<file path="src/rtl/bs_packer.sv">
// rtl/bs_packer.sv - LSB-first variable-length token packer for the deflate bitstream path
module bs_packer #(
  parameter  int IN_WD  = 19,
  parameter  int OUT_WD = 32,
  parameter  int CNT_WD = 32,
  localparam int NB_WD  = $clog2(IN_WD + 1),
  localparam int BY_WD  = $clog2(OUT_WD / 8 + 1),
  localparam int ACC_WD = OUT_WD + IN_WD
) (
  input  logic              clk,
  input  logic              rstn,
  input  logic              clr_i,
  input  logic              in_val_i,
  output logic              in_rdy_o,
  input  logic [IN_WD-1:0]  in_dat_i,
  input  logic [NB_WD-1:0]  in_numb_i,
  input  logic [1:0]        in_cmd_i,
  output logic              out_val_o,
  input  logic              out_rdy_i,
  output logic [OUT_WD-1:0] out_dat_o,
  output logic [BY_WD-1:0]  out_nbyte_o,
  output logic              out_lst_o,
  output logic [CNT_WD-1:0] byte_cnt_o,
  output logic              done_o
);

  // Fill can briefly exceed ACC_WD by the byte padding (padding bits are
  // implicit zeros above the stored accumulator), so size it with headroom.
  localparam int                FL_WD   = $clog2(ACC_WD + 8);
  localparam logic [FL_WD-1:0]  OUT_FL  = FL_WD'(OUT_WD);
  localparam logic [NB_WD-1:0]  IN_MAX  = NB_WD'(IN_WD);
  localparam logic [BY_WD-1:0]  FULL_NB = BY_WD'(OUT_WD / 8);

  typedef enum logic {
    ST_RUN   = 1'b0,
    ST_DRAIN = 1'b1
  } state_t;

  state_t             state_q;
  state_t             state_d;
  logic [ACC_WD-1:0]  acc_q;
  logic [ACC_WD-1:0]  acc_m;
  logic [ACC_WD-1:0]  acc_d;
  logic [ACC_WD-1:0]  tok;
  logic [FL_WD-1:0]   fill_q;
  logic [FL_WD-1:0]   fill_m;
  logic [FL_WD-1:0]   fill_sum;
  logic [FL_WD-1:0]   fill_d;
  logic [NB_WD-1:0]   n_eff;
  logic               out_free;
  logic               out_hs;
  logic               lst_pending;
  logic               accept;
  logic               is_flush;
  logic               is_pad;
  logic               move;
  logic               move_lst;

  assign in_rdy_o    = (state_q == ST_RUN) && (fill_q < OUT_FL);
  assign accept      = in_val_i && in_rdy_o;
  assign out_hs      = out_val_o && out_rdy_i;
  assign out_free    = !out_val_o || out_rdy_i;
  assign lst_pending = out_val_o && out_lst_o;
  assign is_flush    = (in_cmd_i == 2'd2);
  assign is_pad      = (in_cmd_i == 2'd1) || (in_cmd_i == 2'd2);

  // State register: RUN accepts tokens, DRAIN empties the accumulator after FLUSH.
  always_ff @(posedge clk or negedge rstn) begin
    if (!rstn) begin
      state_q <= ST_RUN;
    end else if (clr_i) begin
      state_q <= ST_RUN;
    end else begin
      state_q <= state_d;
    end
  end

  // Next state and word-move decision; in DRAIN the move that leaves at most
  // one word of bits is the final one, and no further move happens until it is taken.
  always_comb begin
    state_d  = state_q;
    move     = 1'b0;
    move_lst = 1'b0;
    case (state_q)
      ST_RUN: begin
        if ((fill_q >= OUT_FL) && out_free) begin
          move = 1'b1;
        end
        if (accept && is_flush) begin
          state_d = ST_DRAIN;
        end
      end
      ST_DRAIN: begin
        if (out_free && !lst_pending) begin
          move     = 1'b1;
          move_lst = (fill_q <= OUT_FL);
        end
        if (out_hs && out_lst_o) begin
          state_d = ST_RUN;
        end
      end
      default: state_d = ST_RUN;
    endcase
  end

  // Accumulator update: word move first, then token insert at the new fill, then padding.
  always_comb begin
    acc_m  = acc_q;
    fill_m = fill_q;
    if (move) begin
      acc_m  = acc_q >> OUT_WD;
      fill_m = move_lst ? '0 : (fill_q - OUT_FL);
    end
    n_eff    = (in_numb_i > IN_MAX) ? IN_MAX : in_numb_i;
    tok      = ACC_WD'(in_dat_i) & ~({ACC_WD{1'b1}} << n_eff);
    fill_sum = fill_m + FL_WD'(n_eff);
    acc_d    = acc_m;
    fill_d   = fill_m;
    if (accept) begin
      acc_d  = acc_m | (tok << fill_m);
      fill_d = is_pad ? ((fill_sum + FL_WD'(7)) & ~FL_WD'(7)) : fill_sum;
    end
  end

  // Datapath registers: accumulator, output word, byte counter and done pulse.
  always_ff @(posedge clk or negedge rstn) begin
    if (!rstn) begin
      acc_q       <= '0;
      fill_q      <= '0;
      out_val_o   <= 1'b0;
      out_dat_o   <= '0;
      out_nbyte_o <= '0;
      out_lst_o   <= 1'b0;
      byte_cnt_o  <= '0;
      done_o      <= 1'b0;
    end else if (clr_i) begin
      acc_q       <= '0;
      fill_q      <= '0;
      out_val_o   <= 1'b0;
      out_dat_o   <= '0;
      out_nbyte_o <= '0;
      out_lst_o   <= 1'b0;
      byte_cnt_o  <= '0;
      done_o      <= 1'b0;
    end else begin
      acc_q  <= acc_d;
      fill_q <= fill_d;
      done_o <= out_hs && out_lst_o;
      if (out_hs) begin
        byte_cnt_o <= byte_cnt_o + CNT_WD'(out_nbyte_o);
      end
      if (move) begin
        out_val_o   <= 1'b1;
        out_dat_o   <= acc_q[OUT_WD-1:0];
        out_nbyte_o <= move_lst ? BY_WD'(fill_q >> 3) : FULL_NB;
        out_lst_o   <= move_lst;
      end else if (out_hs) begin
        out_val_o <= 1'b0;
      end
    end
  end

endmodule

</file>
<file path="config.mk">
export PLATFORM = sky130hd
export DESIGN_NAME = bs_packer
export DESIGN_NICKNAME = d
export VERILOG_FILES = /design/src/rtl/bs_packer.sv
export SDC_FILE = /design/constraint.sdc
export NUM_CORES = 1
export LEC_CHECK = 0
export ABC_CLOCK_PERIOD_IN_PS = 3700
export CORE_MARGIN = 2
export CORE_UTILIZATION = 50
export CTS_CLUSTER_SIZE = 28
export DETAILED_ROUTE_END_ITERATION = 12
export PLACE_DENSITY_LB_ADDON = 0.12
export REMOVE_ABC_BUFFERS = 1
export SLEW_MARGIN = 0
export SYNTH_ARGS = -nofsm -noshare
export SYNTH_HDL_FRONTEND = slang
export SYNTH_SLANG_ARGS = --single-unit
</file>
<file path="constraint.sdc">
create_clock -name clk -period 3.7 [get_ports clk]
set_clock_uncertainty 0.15 [all_clocks]
set_input_delay 0.37 -clock clk [delete_from_list [all_inputs] [get_ports clk]]
set_output_delay 0.37 -clock clk [all_outputs]
set_load 0.01 [all_outputs]
</file>
==> results.json <==
{
  "area_delta_synth_final_pct": 23.9,
  "timing.final.setup_violations": 0,
  "tritoncts": "built",
  "pin_count": 102,
  "die_area_sq_mm": 0.0163,
  "avgViaCountPerCell": 6.12,
  "grt_pass1_vias": 6751,
  "antenna_found_initial": 0,
  "hold_viol_final": 0,
  "shortest_period_the_worst_path_allows_ps": 3020,
  "timing.hold.worst_endpoint": "out_dat_o[2]",
  "critical_path_peak_fanout": 32,
  "total_power_mw": 4.34,
  "grt_usage_pct": 29.2,
  "synthTopCellsByArea": "sky130_fd_sc_hd__dfrtp_1 (42%), sky130_fd_sc_hd__nand2_1 (8.1%), sky130_fd_sc_hd__nor2_1 (4.3%)",
  "synth.cell_area_sq_mm": 0.00766,
  "ff2ff_path_depth": 8,
  "endpoint_kind": "register",
  "power_per_standard_cell_area_mw_per_mm2": 457,
  "hp-start": "clr_i",
  "route.final.wire_length_mm": 23.3,
  "max-vdd-ir-drop_mv": 0.351,
  "holdPathStages": 2,
  "critical_path.reg2reg.endpoint": "acc_q[25]",
  "ys_seq_area_share_pct": 41.8,
  "clock-root-buffer": "sky130_fd_sc_hd__clkbuf_16",
  "clock_latency_ps": 430,
  "final_net_count": 988,
  "avgRoutedWirePerCell_um": 20.3,
  "synth-warning-count": 0,
  "drcViolationCount": 0,
  "slew_viol_final": 0,
  "result_of_the_run": "completed",
  "p_leak_nw": 3.90,
  "syn-mean-instance-area_sq_um": 8.88,
  "post-route-util_pct": 62.9,
  "detail-route-antenna-nets": 0,
  "max_slew_margin_pct": 42.9,
  "final.setup.tns_ps": 0,
  "critPathRequiredTime_ps": 3890,
  "clock_pin_transition_on_the_worst_setup_and_hold_timing_paths_ps": 60,
  "drt_first_pass_iters": 6,
  "max_freq_mhz": 331,
  "htree_depth": 4,
  "cts_buffers": 17,
  "timing.rr.start": "fill_q[0]",
  "die_w_um": 128,
  "grt_setup_unrepaired": "false",
  "synth-seq-cells": 128,
  "insertedDiodeCount": 0,
  "hold_class": "primary input to register",
  "start_util_pct": 50.8,
  "place.port_buffers": 101,
  "grt_remaining_overflow": 0,
  "whs_ps": 298,
  "maxCapViolations": 0,
  "dpl_cell_area_sq_mm": 0.00881,
  "global_route_wire_length_before_repair_mm": 37.2,
  "core_outline_area_sq_mm": 0.0151,
  "post_cts_resize_count": 0,
  "dp_hpwl_mm": 16.4,
  "number_of_synthesized_flops_with_an_enable_pin": 0,
  "critical_setup_path_kind": "register to register",
  "stdcell_area_sq_mm": 0.00950,
  "netlist.top_cell.by_area": "sky130_fd_sc_hd__dfrtp_1",
  "die-height_um": 128,
  "post-cts-setup-buffer-count": 0,
  "reg2reg_slack_ps": 680,
  "longest_clk_path_bufs": 2,
  "cp_data_arrival_time_ps": 3210,
  "clock-sinks": 128,
  "gpl.final_weighted_congestion": 1.01,
  "min_period_over_period_pct": 81.7,
  "postSynth.asyncResetShare_pct": 100,
  "yosys.cell_types.count": 85,
  "max_slew.worst_pin.slew_ps": 856,
  "ys_dominant_reg_cell": "sky130_fd_sc_hd__dfrtp_1",
  "postSynthCellCount": 863,
  "first_iter_violations": 653,
  "vias": 7020,
  "placementRows": 45,
  "final_layout_size_suffix_gt1_share_pct": 10.0,
  "synth_largest_type_area_fraction_pct": 41.8,
  "grt_start_max_net_pins": 66,
  "worst_setup_path_start_kind": "register"
}
[placed cells by master (no fill, tap or decap), types with 7 or more instances in the layout]
cell | Yosys | layout
sky130_fd_sc_hd__nand3_1 | 14 | 14
sky130_fd_sc_hd__dfrtp_1 | 128 | 128
sky130_fd_sc_hd__nand2b_1 | 9 | 9
sky130_fd_sc_hd__a31oi_1 | 15 | 15
sky130_fd_sc_hd__nor3_1 | 13 | 13
sky130_fd_sc_hd__or3_1 | 8 | 8
sky130_fd_sc_hd__clkbuf_16 | 0 | 17
sky130_fd_sc_hd__nor2_1 | 87 | 86
sky130_fd_sc_hd__ha_1 | 9 | 9
sky130_fd_sc_hd__o22ai_1 | 19 | 19
sky130_fd_sc_hd__and3_1 | 12 | 12
sky130_fd_sc_hd__mux2i_1 | 27 | 27
sky130_fd_sc_hd__nand2_1 | 166 | 166
sky130_fd_sc_hd__inv_1 | 10 | 10
sky130_fd_sc_hd__o21ai_0 | 37 | 37
sky130_fd_sc_hd__xnor2_1 | 14 | 14
sky130_fd_sc_hd__xor2_1 | 18 | 18
sky130_fd_sc_hd__a21oi_1 | 55 | 55
sky130_fd_sc_hd__buf_4 | 4 | 22
sky130_fd_sc_hd__and2_1 | 10 | 10
sky130_fd_sc_hd__a22oi_1 | 13 | 13
sky130_fd_sc_hd__clkdlybuf4s50_1 | 0 | 99
sky130_fd_sc_hd__o211ai_1 | 7 | 7
[critical path, stage by stage (launching register included)]
cell and delay [ps]:
sky130_fd_sc_hd__dfrtp_1 580, sky130_fd_sc_hd__inv_2 230, sky130_fd_sc_hd__o221ai_4 300, sky130_fd_sc_hd__buf_12 260
sky130_fd_sc_hd__mux2i_1 520, sky130_fd_sc_hd__mux2i_1 150, sky130_fd_sc_hd__a211o_1 370, sky130_fd_sc_hd__nand2b_1 170
sky130_fd_sc_hd__a31oi_1 180
[logic make-up after synthesis]
| family | synth area share (%) |
|---|---|
| adders and majority gates | 1.99 |
| xor gates and xnor gates | 3.66 |
| buffers and inverters | 4.77 |
| DFF | 41.8 |
| and+or+nand+nor | 21.1 |
| AOI/OAI and AO/OA | 21.1 |
| muxes | 5.57 |
[layout make-up]
type,instances,area (sq um)
Inverter,14,52.6
Clock buffer,19,443
Clock inverter,13,235
Multi-Input combinational cell,660,4100
Fill cell,1309,5590
Tap cell,188,235
Timing Repair Buffer,125,1230
Sequential cell,128,3200
[report_power, final]
part / total (mW) / switching (mW) / leakage [nW] / internal [mW]
logic: 0.894 / 0.571 / 1.81 / 0.323
clock network: 1.92 / 0.640 / 0.323 / 1.28
registers: 1.53 / 0.0570 / 1.77 / 1.47
[routing by layer]
| layer | vias up | wire length, um | global-route usage, % |
|---|---|---|---|
| met5 | - | 0 | 0 |
| met4 | 0 | 524 | 10.8 |
| met3 | 53 | 1470 | 5.51 |
| met2 | 302 | 10600 | 44.3 |
| met1 | 3424 | 10700 | 41.8 |
| li1 | 3241 | - | - |
[what timing repair did]
item                       CTS  global route
hold endpoints to repair    63             0
hold buffers                 1             0
setup endpoints to repair    0             0
[synth_stat cells, drive strengths merged, types with 9 or more instances]
library cell  count
nor3             17
nor2             89
nand2b           10
nand2           166
a22oi            15
ha                9
clkbuf           26
a21oi            55
and3             12
buf              35
xnor2            14
dfrtp           128
inv              13
o21ai            40
a31oi            15
nand3            18
o22ai            19
mux2i            31
and2             12
xor2             18
[worst max path at each step]
| stage | cells after the start | slack (ps) | startpoint | endpoint |
|---|---|---|---|---|
| global placement | 8 | 380 | in_numb_i[3] | acc_q[25] |
| CTS | 8 | 650 | fill_q[0] | acc_q[25] |
| detailed placement | 8 | 330 | in_numb_i[3] | acc_q[25] |
| global route | 10 | 510 | fill_q[0] | fill_q[4] |
| floorplan | 5 | -110 | out_val_o | acc_q[24] |
| finish | 8 | 680 | fill_q[0] | acc_q[25] |
[sequential cells by signal, indices dropped and copies added (netlist names)]
signal and flops:
out_dat_o 32, out_nbyte_o 3, state_q 1, out_lst_o 1
acc_q 51, fill_q 6, byte_cnt_o 32, out_val_o 1
done_o 1
[through the flow]
stage / setup slack [ps] / cells
final: 677 / 1147
after global routing: 505 / 1147
after CTS: 653 / 1147
after detailed placement: 334 / 1114
after global placement: 381 / 1114
after floorplan: -114 / 802
Note: power is estimated with default switching activity, not from simulation.
